===== config.mk =====
export PLATFORM = sky130hd
export DESIGN_NAME = mult_div_unit
export DESIGN_NICKNAME = d
export VERILOG_FILES = /design/src/rtl/mult_div_unit.sv
export SDC_FILE = /design/constraint.sdc
export NUM_CORES = 1
export LEC_CHECK = 0
export ABC_CLOCK_PERIOD_IN_PS = 4600
export CAP_MARGIN = 20
export CORE_ASPECT_RATIO = 1.75
export CORE_UTILIZATION = 43
export DETAILED_ROUTE_END_ITERATION = 6
export HOLD_SLACK_MARGIN = 0.05
export PLACE_DENSITY_LB_ADDON = 0.05
export SYNTH_ARGS = -nofsm -noshare
export SYNTH_HDL_FRONTEND = slang
export SYNTH_SLANG_ARGS = --single-unit

===== constraint.sdc =====
create_clock -name clk -period 4.6 [get_ports clk]
set_input_delay 1.15 -clock clk [delete_from_list [all_inputs] [get_ports clk]]
set_output_delay 1.15 -clock clk [all_outputs]
set_load 0.005 [all_outputs]

===== src/rtl/mult_div_unit.sv =====
// Iterative WIDTH-bit multiply/divide unit with HI/LO result registers (shift-add / restoring divide).
// Define MULTDIV_SIGNED_EN to honour is_signed; otherwise every operation is unsigned.
module mult_div_unit #(
  parameter int unsigned WIDTH = 32,
  parameter int unsigned CNT_W = 6
) (
  input  logic             clk,
  input  logic             reset,
  input  logic             start,
  input  logic             op,
  input  logic             is_signed,
  input  logic [WIDTH-1:0] a,
  input  logic [WIDTH-1:0] b,
  output logic             busy,
  output logic             done,
  output logic             div_zero,
  output logic [WIDTH-1:0] hi,
  output logic [WIDTH-1:0] lo
);

  localparam logic [1:0] S_IDLE = 2'd0;
  localparam logic [1:0] S_CALC = 2'd1;
  localparam logic [1:0] S_FIX  = 2'd2;
  localparam logic [1:0] S_DONE = 2'd3;

  localparam logic [CNT_W-1:0] LAST_ITER = CNT_W'(WIDTH - 1);

  logic [1:0]         state_q,   state_d;
  logic [CNT_W-1:0]   cnt_q,     cnt_d;
  logic               op_q,      op_d;
  logic               neg_q,     neg_d;
  logic               neg_rem_q, neg_rem_d;
  logic [2*WIDTH-1:0] acc_q,     acc_d;
  logic [WIDTH-1:0]   dvs_q,     dvs_d;
  logic [WIDTH:0]     rem_q,     rem_d;
  logic               busy_q,    busy_d;
  logic               done_q,    done_d;
  logic               dz_q,      dz_d;
  logic [WIDTH-1:0]   hi_q,      hi_d;
  logic [WIDTH-1:0]   lo_q,      lo_d;

  logic signed_op;

`ifdef MULTDIV_SIGNED_EN
  assign signed_op = is_signed;
`else
  logic unused_is_signed;
  assign unused_is_signed = is_signed;
  assign signed_op        = 1'b0;
`endif

  logic             a_neg, b_neg;
  logic [WIDTH-1:0] a_abs, b_abs;

  assign a_neg = signed_op & a[WIDTH-1];
  assign b_neg = signed_op & b[WIDTH-1];
  assign a_abs = a_neg ? (-a) : a;
  assign b_abs = b_neg ? (-b) : b;

  // Multiply: acc holds {partial product, remaining multiplier bits}; dvs holds the multiplicand.
  logic [WIDTH:0]     mul_sum;
  logic [2*WIDTH-1:0] mul_next;

  assign mul_sum  = {1'b0, acc_q[2*WIDTH-1:WIDTH]} + (acc_q[0] ? {1'b0, dvs_q} : '0);
  assign mul_next = {mul_sum, acc_q[WIDTH-1:1]};

  // Divide: acc[WIDTH-1:0] shifts dividend bits out and quotient bits in.
  logic [WIDTH:0] div_shift;
  logic [WIDTH:0] div_diff;
  logic           div_ok;

  assign div_shift = {rem_q[WIDTH-1:0], acc_q[WIDTH-1]};
  assign div_diff  = div_shift - {1'b0, dvs_q};
  assign div_ok    = ~div_diff[WIDTH];

  logic [2*WIDTH-1:0] prod_fix;
  logic [WIDTH-1:0]   quo_fix;
  logic [WIDTH-1:0]   rem_fix;

  assign prod_fix = neg_q     ? (-acc_q)            : acc_q;
  assign quo_fix  = neg_q     ? (-acc_q[WIDTH-1:0]) : acc_q[WIDTH-1:0];
  assign rem_fix  = neg_rem_q ? (-rem_q[WIDTH-1:0]) : rem_q[WIDTH-1:0];

  always_comb begin
    state_d   = state_q;
    cnt_d     = cnt_q;
    op_d      = op_q;
    neg_d     = neg_q;
    neg_rem_d = neg_rem_q;
    acc_d     = acc_q;
    dvs_d     = dvs_q;
    rem_d     = rem_q;
    busy_d    = busy_q;
    done_d    = 1'b0;
    dz_d      = 1'b0;
    hi_d      = hi_q;
    lo_d      = lo_q;

    unique case (state_q)
      S_IDLE: begin
        if (start) begin
          op_d      = op;
          neg_d     = a_neg ^ b_neg;
          neg_rem_d = a_neg;
          dvs_d     = op ? b_abs : a_abs;
          acc_d     = {{WIDTH{1'b0}}, (op ? a_abs : b_abs)};
          rem_d     = '0;
          cnt_d     = '0;
          if (op && (b == '0)) begin
            state_d = S_DONE;
            done_d  = 1'b1;
            dz_d    = 1'b1;
          end else begin
            state_d = S_CALC;
            busy_d  = 1'b1;
          end
        end
      end

      S_CALC: begin
        cnt_d = cnt_q + 1'b1;
        if (op_q) begin
          acc_d = {acc_q[2*WIDTH-1:WIDTH], acc_q[WIDTH-2:0], div_ok};
          rem_d = div_ok ? div_diff : div_shift;
        end else begin
          acc_d = mul_next;
        end
        if (cnt_q == LAST_ITER) begin
          state_d = S_FIX;
        end
      end

      S_FIX: begin
        if (op_q) begin
          hi_d = rem_fix;
          lo_d = quo_fix;
        end else begin
          hi_d = prod_fix[2*WIDTH-1:WIDTH];
          lo_d = prod_fix[WIDTH-1:0];
        end
        busy_d  = 1'b0;
        done_d  = 1'b1;
        state_d = S_DONE;
      end

      S_DONE: begin
        state_d = S_IDLE;
      end

      default: begin
        state_d = S_IDLE;
      end
    endcase
  end

  always_ff @(posedge clk) begin
    if (reset) begin
      state_q   <= S_IDLE;
      cnt_q     <= '0;
      op_q      <= 1'b0;
      neg_q     <= 1'b0;
      neg_rem_q <= 1'b0;
      acc_q     <= '0;
      dvs_q     <= '0;
      rem_q     <= '0;
      busy_q    <= 1'b0;
      done_q    <= 1'b0;
      dz_q      <= 1'b0;
      hi_q      <= '0;
      lo_q      <= '0;
    end else begin
      state_q   <= state_d;
      cnt_q     <= cnt_d;
      op_q      <= op_d;
      neg_q     <= neg_d;
      neg_rem_q <= neg_rem_d;
      acc_q     <= acc_d;
      dvs_q     <= dvs_d;
      rem_q     <= rem_d;
      busy_q    <= busy_d;
      done_q    <= done_d;
      dz_q      <= dz_d;
      hi_q      <= hi_d;
      lo_q      <= lo_d;
    end
  end

  assign busy     = busy_q;
  assign done     = done_q;
  assign div_zero = dz_q;
  assign hi       = hi_q;
  assign lo       = lo_q;

endmodule

==> Word-level counts from Yosys, hierarchy flattened <==
Index checks and enable logic that the tools add are counted.
{ "totals": {"register_bits": 204, "in_bits": 69, "mem_bits_ro": 0, "ramBits": 0, "n_memories": 0, "out_inout_bits": 67, "latch_bits": 0, "word_cells": 61} }
{ "classes": {"shifts": 0, "div_mod_pow": 0, "multipliers": 0, "muxes": 23, "n_reduce_logical": 12, "bitwise": 2, "n_addsub": 3, "eq_ne": 9, "magnitude_cmp": 0} }
{ "ops": {"columns": ["operator", "n"], "rows": [
  ["2-to-1 mux 32 bit", 7],
  ["2-to-1 mux 64 bit", 2],
  ["one-hot mux 64 bit (2 select lines)", 1],
  ["one-hot mux 32 bit (2 select lines)", 1],
  ["adder 32 x 32 -> 33 bit", 1],
  ["subtractor 33 x 32 -> 33 bit", 1],
  ["logical NOT 32 bit", 1],
  ["one-hot mux 6 bit (2 select lines)", 1],
  ["!= test 2 bit, second input constant", 5],
  ["AND reduction 3 bit", 3],
  ["one-hot mux 2 bit (4 select lines)", 1],
  ["adder 6 x 1 -> 6 bit, second input constant", 1],
  ["== test 6 x 5 -> 1 bit, second input constant", 1],
  ["2-to-1 mux 2 bit", 3],
  ["2-to-1 mux 6 bit", 1],
  ["AND reduction 2 bit", 3],
  ["== test 2 bit, second input constant", 2],
  ["2-to-1 mux 1 bit", 4],
  ["one-hot mux 1 bit (2 select lines)", 2],
  ["nonzero test 2 bit", 2],
  ["== test 2 x 1 -> 1 bit, second input constant", 1],
  ["logical NOT 2 bit", 1],
  ["NOT 1 bit", 2],
  ["OR reduction 2 bit", 1],
  ["logical AND 1 bit", 1]
]} }

==> Depth between registers and ports, before layout <==
Gate-level depths: netlist of the first run.
{ "depth": {"ltp_word": 5, "depth_mapped": 14, "ltp_nobuf": 13} }

==> Worst setup path after synthesis of the first run <==
OpenSTA, ideal clock, no wires.
{ "synth_path": {"kind": "register to register", "from": "reg acc_q[0]", "to": "reg acc_q[61]", "path_slack_ns": 1.423, "required_ns": 4.483, "t_arrival_ns": 3.061, "setup_time_ns": 0.117, "n_path_buf": 1, "stages_incl_launch_ff": 15, "synth_period_minus_slack_ns": 3.177, "path_cell_list": "dfxtp_1 -> clkbuf_1 -> and2_1 -> ha_1 -> inv_1 -> fa_1 -> and2b_1 -> o211ai_1 -> a311o_1 -> a21o_1 -> o21ai_1 -> a41oi_1 -> a21oi_1 -> xor2_1 -> a22o_1"} }
{ "synth_between": {"elab_chain_len": 4} }
{ "synth_rtl": {"columns": ["element", "line", "rtl"], "rows": [
  ["from (decl)", "33", "logic [2*WIDTH-1:0] acc_q, acc_d;"],
  ["from (signal assigned)", "163", "acc_q <= '0;"],
  ["from (signal assigned)", "177", "acc_q <= acc_d;"],
  ["2-to-1 mux 32 bit", "64", "assign mul_sum = {1'b0, acc_q[2*WIDTH-1:WIDTH]} + (acc_q[0] ? {1'b0, dvs_q} : '0);"],
  ["adder 32 x 32 -> 33 bit", "64", null],
  ["2-to-1 mux 64 bit", "122", "if (op_q) begin"],
  ["one-hot mux 64 bit (2 select lines)", "99", "unique case (state_q)"]
]} }
Every way passes these cells. The select of a mux whose other input is x is not followed.
A chain may end at the register's enable or synchronous reset.

==> Worst setup path in the final report of the first run <==
Same ends and word-level chain as after synthesis.

==> out/qor.txt, run 1 <==
Final Cell Area: 14,900 µm²
number of global-route vias before repair: 11,100
Comb pwr share: 38.7%
clock power share: 27.5%
mux contribution to synthesized area: 12.9%
synthesized instance count: 1,477
# H-tree levels: 1
DR iter-0 viols: 436
Static Leak: 5.79 nW
crit path DAT: 4170 ps
starting density of the core: 43.8%
CTS max path bufs: 3
count of boundary I/O pins: 136
post-synthesis adder-cell area fraction: 7.09%
setup slack after placement: 937 ps
met2 Use GR: 45.2%
P&R area growth vs syn: 18.5%
GRT busiest layer: met2
worst setup margin: 847 ps
Via density: 5.60
Post-synth ARST share: 0%
Yosys reg bits: 204
worst hold-check path type: flop to flop
Max-slew headroom: 29.0%
Final HPWL DP: 26.3 mm
largest net degree at the start of global routing: 72
Post-route DRC: 0
family with the most delay on the worst path: compound AO/OA/AOI/OAI gates
via count: 10,900
commonest non-fill, non-tap cells in the layout: dfxtp_1 (203), nor2_1 (183), mux2i_1 (153)
Core ar.: 28,700 µm²
clk slew on worst S/H paths: 60 ps
CTS buffer count: 22
Worst Max-Slew Pin Slew: 1060 ps
status: completed
Crit Reg-Reg Endpoint: acc_q[61]$_SDFFE_PP0P_
post-CTS setup buffer count: 0
worst path buffer plus inverter count: 1
r2r startpoint: acc_q[0]$_SDFFE_PP0P_
Fin Setup TNS: 0 ps
largest family of logic cells by synthesized area: compound AO/OA/AOI/OAI gates
Primary FF master, synth: dfxtp_1
number of flops mapped to enable cells by yosys: 0
Initial DRT Pass Iterations: 5
initial antenna violation count: 0
Root Driver: clkbuf_16
GPL Wtd Cong: 0.934
cell-internal power: 4.34 mW
Final ANT Viol Nets: 0
startpoint types: flop
post-cts hold buffer count: 0
first-pass GRT wire length: 58.0 mm
routed wire length: 36.0 mm
Period minus WS final: 3750 ps
post-synthesis compound-gate area fraction: 23.2%
Final #Nets: 1,692
period utilization: 81.6%
Synth Cell Area: 12,600 µm²
share of layout cells above drive strength 1: 5.43%
Switching Fraction: 37.5%
r2r worst-path depth: 12
crit-path max cell delay: 450 ps
Seq pwr share: 33.8%
Hold Path Stages: 2
Sink Count: 204
Hold Vio Cnt, Final: 0
post-synth cell types: 72
critical path class: flop to flop
DR WL/cell: 18.5 µm
Post-DP Area: 14,100 µm²
synth warn: 0
most common cell after layout, fill and taps aside: dfxtp_1
Overall Global Routing Usage: 24.0%
syn nets: 1,616
CTS tree: yes
Hold Path Origin: hi[20]$_SDFFE_PP0P_
port bufs: 134
P_sw: 2.61 mW
Antenna Cells: 0
Die Area: 30,000 µm²
pins over their slew limit: 0
post-synthesis sequential area ratio: 32.5%
Worst Path Max Fanout: 34
total grt overflow: 0
RSZ-0062 raised after global routing: no
WP data required: 5020 ps
endpoint type of the worst setup path: flop
XOR/XNOR share of the synthesized area: 4.04%
CP cell instances: buf_4, nand2_1, fa_1, and2b_1, o211ai_1, a311o_1, a21o_1, o21ai_1, a41oi_1, a21oi_1, xor2_1, a22o_1
Worst VDD drop: 0.314 mV
Final setup viols: 0
simple-gate share of the synthesized area: 15.3%
Reg2Reg Setup Slack: 850 ps
clock skew: 12.9 ps
Die Y: 228 µm
Die W: 131 µm
Worst Hold Path EP: hi[20]$_SDFFE_PP0P_
PD cells: 466 nW/µm²
max-cap violations: 0
worst skew pair latency: 530 ps
grt met1 use: 27.4%
Cell Rows: 82
grt met3 use: 3.09%
Post-CTS Resized: 0
Crit-path slowest cell: o21ai_1
Max Freq: 0.266 GHz
syn_area_per_cell: 8.51 µm²
-- metal layers --
layer  vias to the layer above  routed length, µm
met5                         -                  0
met4                         0                930
met3                        49               1310
met2                       195              18800
met1                      5134              14900
li1                       5508                  -
-- through the flow --
stage | total power, mW | util [%] | hold slack (ps) | cells
2_1_floorplan | 4.17 | - | 449 | 1477
3_3_place_gp | 5.07 | 49.2 | 457 | 1907
3_5_place_dp | 5.09 | 49.2 | 474 | 1907
4_1_cts | 7.03 | 51.9 | 483 | 1944
5_1_grt | 7.39 | 51.9 | 516 | 1944
6_report | 6.95 | 51.9 | 481 | 1944
-- power groups by stage --
| stage | combinational (mW) | clock (mW) | sequential [mW] |
|---|---|---|---|
| after floorplan | 1.88 | 0 | 2.29 |
| after global placement | 2.68 | 0 | 2.38 |
| after detailed placement | 2.70 | 0 | 2.39 |
| after CTS | 2.72 | 1.96 | 2.35 |
| after global routing | 2.99 | 2.01 | 2.39 |
| final | 2.69 | 1.91 | 2.35 |
-- synthesized netlist by cell type, types with 18 or more instances --
cell type / n / area [µm²]
xor2_1: 22 / 193
mux2i_1: 153 / 1530
dfxtp_1: 204 / 4080
o21ai_1: 38 / 190
o21ai_0: 24 / 120
a211oi_1: 125 / 938
nand4_1: 18 / 113
a21oi_1: 93 / 465
inv_1: 53 / 199
a22o_1: 18 / 158
ha_1: 68 / 851
xnor2_1: 36 / 315
and2_1: 37 / 231
nor2_1: 183 / 687
a21o_1: 35 / 263
nand2_1: 69 / 259
nor2b_1: 33 / 206
clkbuf_1: 76 / 285
-- area by class of cell --
class,count,area [µm²]
Inverter,53,199
Multi-Input combinational cell,1122,7930
Tap cell,378,473
Timing Repair Buffer,150,1460
Clock inverter,11,158
Clock buffer,26,597
Sequential cell,204,4090
Fill cell,2798,13800
-- logic make-up after synthesis --
group / Yosys count
compound gates: 424
simple gates: 409
flops: 204
mux: 161
buf+inv: 151
fa+ha+maj: 70
xor+xnor: 58
-- registers in the layout, summed over array words and instances (netlist names) --
register and count:
div_zero 1, op_q 1, dvs_q 32, state_q 2, cnt_q 6, done 1
hi 32, acc_q 64, lo 32, busy 1, rem_q 32
-- worst max-delay path by stage --
stage                             endpoint  slack, ps  cells past startpoint             startpoint
floorplan           acc_q[61]$_SDFFE_PP0P_       1420                     14  acc_q[0]$_SDFFE_PP0P_
global placement    acc_q[61]$_SDFFE_PP0P_        970                     12  acc_q[0]$_SDFFE_PP0P_
detailed placement  acc_q[61]$_SDFFE_PP0P_        940                     12  acc_q[0]$_SDFFE_PP0P_
CTS                 acc_q[61]$_SDFFE_PP0P_        920                     12  acc_q[0]$_SDFFE_PP0P_
global route        acc_q[61]$_SDFFE_PP0P_        710                     12  acc_q[0]$_SDFFE_PP0P_
finish              acc_q[61]$_SDFFE_PP0P_        850                     12  acc_q[0]$_SDFFE_PP0P_
-- worst min-delay path, cell delays in order, from the launching register on --
cell      delay, ps
dfxtp_1         310
nor2_1           80
a211oi_1         50
(Power assumes the default switching activity.)
==> inputs of run 2 (changes only) <==
--- a/config.mk
+++ b/config.mk
@@ -5,7 +5,7 @@
 export SDC_FILE = /design/constraint.sdc
 export NUM_CORES = 1
 export LEC_CHECK = 0
-export ABC_CLOCK_PERIOD_IN_PS = 4600
+export ABC_CLOCK_PERIOD_IN_PS = 3300
 export CAP_MARGIN = 20
 export CORE_ASPECT_RATIO = 1.75
 export CORE_UTILIZATION = 43
==> constraint.sdc (replaced) <==
create_clock -name clk -period 3.3 [get_ports clk]
set_input_delay 0.825 -clock clk [delete_from_list [all_inputs] [get_ports clk]]
set_output_delay 0.825 -clock clk [all_outputs]
set_load 0.005 [all_outputs]
==> out/qor.txt, run 2 (same netlist as run 1, synthesis figures left out) <==
DR WL/cell: 18.7 µm (was 18.5 µm)
CP cell instances: buf_4, buf_4, and2_1, ha_1, a21o_1, a21o_1, a221o_1, a22oi_2, nand3_1, a221oi_4, a21oi_1, xor2_1, a22o_1 (was buf_4, nand2_1, fa_1, and2b_1, o211ai_1, a311o_1, a21o_1, o21ai_1, a41oi_1, a21oi_1, xor2_1, a22o_1)
Initial DRT Pass Iterations: 5 (unchanged)
endpoint type of the worst setup path: flop (unchanged)
Final #Nets: 1,746 (was 1,692)
CTS max path bufs: 3 (unchanged)
post-cts hold buffer count: 0 (unchanged)
Crit-path slowest cell: a221o_1 (was o21ai_1)
Sink Count: 204 (unchanged)
period utilization: 97.4% (was 81.6%)
Overall Global Routing Usage: 24.8% (was 24.0%)
Post-DP Area: 14,500 µm² (was 14,100 µm²)
Hold Vio Cnt, Final: 0 (unchanged)
Die W: 131 µm (unchanged)
worst skew pair latency: 520 ps (was 530 ps)
share of layout cells above drive strength 1: 9.24% (was 5.43%)
max-cap violations: 0 (unchanged)
critical path class: flop to flop (unchanged)
Die Area: 30,000 µm² (unchanged)
max reg flops: 64 (unchanged)
CTS buffer count: 22 (unchanged)
DR WL met3: 1.28 mm (was 1.31 mm)
port bufs: 134 (unchanged)
P&R area growth vs syn: 22.7% (was 18.5%)
Max Used Layer: met4 (unchanged)
crit path DAT: 3630 ps (was 4170 ps)
Power Total: 9.80 mW (was 6.95 mW)
Static Leak: 6.08 nW (was 5.79 nW)
Post-route DRC: 0 (unchanged)
pins over their slew limit: 0 (unchanged)
count of boundary I/O pins: 136 (unchanged)
clk slew on worst S/H paths: 70 ps (was 60 ps)
starting density of the core: 43.8% (unchanged)
RSZ-0062 raised after global routing: yes (was no)
CTS tree: yes (unchanged)
Final setup viols: 0 (unchanged)
largest net degree at the start of global routing: 102 (was 72)
Max-slew headroom: 51.5% (was 29.0%)
Worst Max-Slew Pin Slew: 727 ps (was 1060 ps)
total grt overflow: 0 (unchanged)
family with the most delay on the worst path: compound AO/OA/AOI/OAI gates (unchanged)
WP data required: 3710 ps (was 5020 ps)
via count: 11,200 (was 10,900)
# H-tree levels: 1 (unchanged)
GPL Wtd Cong: 0.838 (was 0.934)
Max Freq: 0.311 GHz (was 0.266 GHz)
initial antenna violation count: 0 (unchanged)
crit-path max cell delay: 380 ps (was 450 ps)
Top reg by flops: acc_q (unchanged)
routed wl met2: 19.6 mm (was 18.8 mm)
Final ANT Viol Nets: 0 (unchanged)
Final Cell Area: 15,400 µm² (was 14,900 µm²)
Core ar.: 28,700 µm² (unchanged)
Final Non-Filler Cells: 2,001 (was 1,944)
worst setup margin: 85.6 ps (was 847 ps)
most common cell after layout, fill and taps aside: dfxtp_1 (unchanged)
startpoint types: flop (unchanged)
commonest non-fill, non-tap cells in the layout: dfxtp_1 (201), nor2_1 (183), mux2i_1 (152) (was dfxtp_1 (203), nor2_1 (183), mux2i_1 (153))
PD cells: 635 nW/µm² (was 466 nW/µm²)
number of global-route vias before repair: 11,300 (was 11,100)
Period minus WS final: 3210 ps (was 3750 ps)
clock skew: 12.6 ps (was 12.9 ps)
Met1 Routed Length: 15.6 mm (was 14.9 mm)
Cell Rows: 82 (unchanged)
Worst VDD drop: 0.429 mV (was 0.314 mV)
Worst Path Max Fanout: 13 (was 34)
Final HPWL DP: 27.2 mm (was 26.3 mm)
Inst Count DP: 1,954 (was 1,907)
worst path buffer plus inverter count: 2 (was 1)
Fin Setup TNS: 0 ps (unchanged)
Die Y: 228 µm (unchanged)
setup slack after placement: 32.1 ps (was 937 ps)
Via density: 5.60 (about the same)
DR iter-0 viols: 558 (was 436)
Antenna Cells: 0 (unchanged)
status: completed (unchanged)
first-pass GRT wire length: 60.2 mm (was 58.0 mm)
routed wire length: 37.5 mm (was 36.0 mm)
Min Hold Slack: 481 ps (about the same)
Root Driver: clkbuf_16 (unchanged)
worst hold-check path type: flop to flop (unchanged)
fillcell total: 2,805 (was 2,798)
Core Util, Final: 53.7% (was 51.9%)
## run 2: cell count changes in the layout (fill, tap and decap cells not counted), sizes merged
| cell | before | now |
|---|---|---|
| buf | 18 | 70 |
| clkinvlp | 1 | 3 |
| clkbuf | 26 | 33 |
| clkinv | 6 | 5 |
| bufinv | 4 | 1 |
## run 2: worst min-delay path, delay by kind of cell (launching register included)
family | cells | cell delay (ps)
and+or+nand+nor | 1 | 60
AOI/OAI and AO/OA | 1 | 50
DFF | 1 | 330
## run 2: final timing paths
| path | slack, ps | startpoint | end | depth (start not counted) |
|---|---|---|---|---|
| min reg2reg | 480 | cnt_q[1]$_SDFFE_PP0P_ | cnt_q[1]$_SDFFE_PP0P_ | 2 |
| min | 480 | cnt_q[1]$_SDFFE_PP0P_ | cnt_q[1]$_SDFFE_PP0P_ | 2 |
| max reg2reg | 90 | acc_q[0]$_SDFFE_PP0P_ | acc_q[60]$_SDFFE_PP0P_ | 13 |
| max | 90 | acc_q[0]$_SDFFE_PP0P_ | acc_q[60]$_SDFFE_PP0P_ | 13 |
## run 2: final cells by class
class / count / area (µm²) / area share [%]
clock inverters: 9 / 81.3 / 0.527
clock buffers: 31 / 667 / 4.32
flip-flops and latches: 204 / 4090 / 26.5
inverters: 53 / 201 / 1.31
repair buffers: 204 / 1950 / 12.7
multi-input cells: 1122 / 7960 / 51.6
well taps: 378 / 473 / 3.07
## run 2: repair_timing
action                     in CTS  in global routing
buffers inserted                0                  3
gates resized for setup         0                 16
setup endpoints to repair       0                 40
## run 2: where the power goes
part           leakage [nW]  internal (mW)  switching (mW)
registers              1.66           2.89           0.356
clock network         0.362           1.49            1.07
logic                  4.05           1.71            2.27
## run 2: layer usage
metal,vias up,track usage (%)
li1,5629,-
met1,5305,28.9
met2,226,46.4
met3,54,3.02
met4,0,7.78
met5,-,0
==> inputs of run 3 (changes only) <==
--- a/config.mk
+++ b/config.mk
@@ -5,6 +5,7 @@
 export SDC_FILE = /design/constraint.sdc
 export NUM_CORES = 1
 export LEC_CHECK = 0
+export ABC_AREA = 1
 export ABC_CLOCK_PERIOD_IN_PS = 3300
 export CAP_MARGIN = 20
 export CORE_ASPECT_RATIO = 1.75
==> out/qor.txt, run 3 <==
status: finished, violations left (was completed)
failing checks: design-rule violations
Die Area: 33,500 µm² (was 30,000 µm²)
sequential cell area: 4080 µm² (was 4090 µm²)
Initial DRT Pass Iterations: 7 (was 5)
Fin Setup TNS: 0 ps (unchanged)
Final ANT Viol Nets: 0 (unchanged)
PD cells: 695 nW/µm² (was 635 nW/µm²)
Comb pwr share: 47.1% (was 40.7%)
Final Cell Area: 16,500 µm² (was 15,400 µm²)
Static Leak: 7.90 nW (was 6.08 nW)
worst hold-check path type: flop to flop (unchanged)
Overall Global Routing Usage: 32.9% (was 24.8%)
critical path class: flop to flop (unchanged)
startpoint types: flop (unchanged)
P_sw: 5.18 mW (was 3.70 mW)
Root Driver: clkbuf_16 (unchanged)
max reg flops: 64 (unchanged)
Max Freq: 0.346 GHz (was 0.311 GHz)
Yosys reg bits: 204 (unchanged)
top cells by area, synth: dfxtp_1 (29%), nand2_1 (15%), a21oi_1 (10%), inv_1 (9.8%), o21ai_0 (6.5%) (was dfxtp_1 (32%), mux2i_1 (12%), a211oi_1 (7.5%), ha_1 (6.8%), nor2_1 (5.5%))
Min Hold Slack: 470 ps (was 481 ps)
initial antenna violation count: 0 (unchanged)
# H-tree levels: 1 (unchanged)
synthesized instance count: 2,260 (was 1,477)
period utilization: 87.7% (was 97.4%)
RSZ-0062 raised after global routing: no (was yes)
Die Y: 241 µm (was 228 µm)
share of the synthesized area in the top cell type: 29.0% (was 32.5%)
cell-internal power: 6.32 mW (was 6.10 mW)
largest net degree at the start of global routing: 81 (was 102)
Primary FF master, synth: dfxtp_1 (unchanged)
share of layout cells above drive strength 1: 6.61% (was 9.24%)
CTS tree: yes (unchanged)
Worst Max-Slew Pin Slew: 1010 ps (was 727 ps)
Hold Path Origin: busy$_SDFFE_PP0P_ (was cnt_q[1]$_SDFFE_PP0P_)
clock skew: 30.7 ps (was 12.6 ps)
Yosys top cell by area: dfxtp_1 (unchanged)
via count: 15,100 (was 11,200)
clock power share: 22.3% (was 26.2%)
Switching Fraction: 45.1% (was 37.8%)
setup slack after placement: 337 ps (was 32.1 ps)
commonest non-fill, non-tap cells in the layout: nand2_1 (561), inv_1 (367), a21oi_1 (281) (was dfxtp_1 (201), nor2_1 (183), mux2i_1 (152))
Post-synth ARST share: 0% (unchanged)
endpoint type of the worst setup path: flop (unchanged)
Via density: 5.43 (was 5.60)
Core ar.: 32,200 µm² (was 28,700 µm²)
Hold Vio Cnt, Final: 0 (unchanged)
pins over their slew limit: 0 (unchanged)
Period minus WS final: 2890 ps (was 3210 ps)
max-cap violations: 0 (unchanged)
Worst Path Max Fanout: 5 (was 13)
WP data required: 3700 ps (was 3710 ps)
P&R area growth vs syn: 17.7% (was 22.7%)
most common cell after layout, fill and taps aside: nand2_1 (was dfxtp_1)
total grt overflow: 0 (unchanged)
worst setup margin: 407 ps (was 85.6 ps)
number of global-route vias before repair: 14,800 (was 11,300)
CTS buffer count: 22 (unchanged)
Antenna Cells: 0 (unchanged)
Post-CTS Resized: 0 (unchanged)
Post-route DRC: 6 (was 0)
Max-slew headroom: 32.4% (was 51.5%)
crit path DAT: 3300 ps (was 3630 ps)
Cell Rows: 87 (was 82)
Reg2Reg Setup Slack: 410 ps (was 90 ps)
first-pass GRT wire length: 82.8 mm (was 60.2 mm)
clk slew on worst S/H paths: 70 ps (about the same)
DR iter-0 viols: 661 (was 558)
synth warn: 0 (unchanged)
Seq pwr share: 30.7% (was 33.1%)
port bufs: 134 (unchanged)
CTS max path bufs: 3 (unchanged)
Final HPWL DP: 43.5 mm (was 27.2 mm)
Synth Cell Area: 14,100 µm² (was 12,600 µm²)
count of boundary I/O pins: 136 (unchanged)
starting density of the core: 43.6% (was 43.8%)
post-synthesis sequential area ratio: 29.0% (was 32.5%)
multi-input logic area: 8160 µm² (was 7960 µm²)
Final #Nets: 2,498 (was 1,746)
DR WL/cell: 19.9 µm (was 18.7 µm)
Top reg by flops: acc_q (unchanged)
commonest cells in the netlist: nand2_1 (562), inv_1 (368), a21oi_1 (281) (was dfxtp_1 (204), nor2_1 (183), mux2i_1 (153))
number of flops mapped to enable cells by yosys: 0 (unchanged)
Die W: 139 µm (was 131 µm)
syn nets: 2,399 (was 1,616)
syn_area_per_cell: 6.22 µm² (was 8.51 µm²)
Final setup viols: 0 (unchanged)
critical path startpoint: acc_q[0]$_SDFFE_PP0P_ (unchanged)
Worst VDD drop: 0.554 mV (was 0.429 mV)
r2r startpoint: acc_q[0]$_SDFFE_PP0P_ (unchanged)
Post-DP Area: 15,800 µm² (was 14,500 µm²)
Sink Count: 204 (unchanged)
routed wire length: 55.1 mm (was 37.5 mm)
fillcell total: 3,383 (was 2,805)
GPL Wtd Cong: 1.01 (was 0.838)
post-cts hold buffer count: 0 (unchanged)
post-synth cell types: 49 (was 72)
worst skew pair latency: 550 ps (was 520 ps)
Core Util, Final: 51.4% (was 53.7%)
post-CTS setup buffer count: 0 (unchanged)
top-count cell post-synth: nand2_1 (was dfxtp_1)
-- run 3: changes by cell type after synthesis, moves of 35 or more --
cell      before  now
inv_1         53  368
o21ai_1       38    3
a21oi_1       93  281
a211oi_1     125    2
nor2_1       183  147
nand3_1       12   96
mux2i_1      153    0
o21ai_0       24  183
nand2_1       69  562
-- run 3: power groups by stage --
| stage | Combinational (mW) | Sequential, mW | Clock [mW] |
|---|---|---|---|
| 2_1_floorplan | 3.27 | 3.40 | 0 |
| 3_3_place_gp | 5.37 | 3.56 | 0 |
| 3_5_place_dp | 5.40 | 3.57 | 0 |
| 4_1_cts | 5.42 | 3.53 | 2.61 |
| 5_1_grt | 5.94 | 3.59 | 2.68 |
| 6_report | 5.41 | 3.53 | 2.56 |
-- run 3: metal layers --
metal | GRT usage, % | vias to the layer above | share of wire, %
met2 | 65.0 | 448 | 53
met4 | 24.5 | 0 | 7.8
met3 | 3.27 | 153 | 4.5
li1 | - | 7550 | -
met5 | 0 | - | 0
met1 | 31.4 | 6903 | 35
-- run 3: kinds of logic after synthesis --
family,after synthesis,synth area share (%)
XOR/XNOR,17,1.06
buffers and inverters,475,13.0
adder cells (fa/ha/maj),70,6.34
flip-flops,204,29.0
AND/OR/NAND/NOR,917,27.8
AO/OA/AOI/OAI,577,22.8
-- run 3: through the flow --
stage          cells  total power, mW
2_1_floorplan   2260             6.67
3_3_place_gp    2735             8.93
3_5_place_dp    2735             8.97
4_1_cts         2774             11.5
5_1_grt         2774             12.2
6_report        2774             11.5
-- run 3: final cells by class --
class                   instances  share of cell area, %
clock buffers                  28                   3.77
inverters                     378                   8.57
multi-input cells            1581                   49.3
clock inverters                11                  0.643
repair buffers                172                   10.0
flip-flops and latches        204                   24.7
well taps                     400                   3.02
-- run 3: worst max-delay path, cell delays in order, from the launching register on --
cell and delay, ps:
dfxtp_1 380, nand2_1 60, inv_1 50, ha_1 240, inv_1 120, fa_1 480
o21ai_0 190, buf_4 150, nand2_1 50, nand2_1 140, nand3_1 90, nand2_1 300
nand3b_1 200, nand2_1 110, nand2_1 50, nand3_1 60, a21oi_1 70
-- run 3: path summary, 6_finish.rpt --
check | endpoint | depth (start not counted)
worst max register to register | acc_q[61]$_SDFFE_PP0P_ | 16
worst max-delay path | acc_q[61]$_SDFFE_PP0P_ | 16
worst min-delay path | busy$_SDFFE_PP0P_ | 2
worst min register to register | busy$_SDFFE_PP0P_ | 2
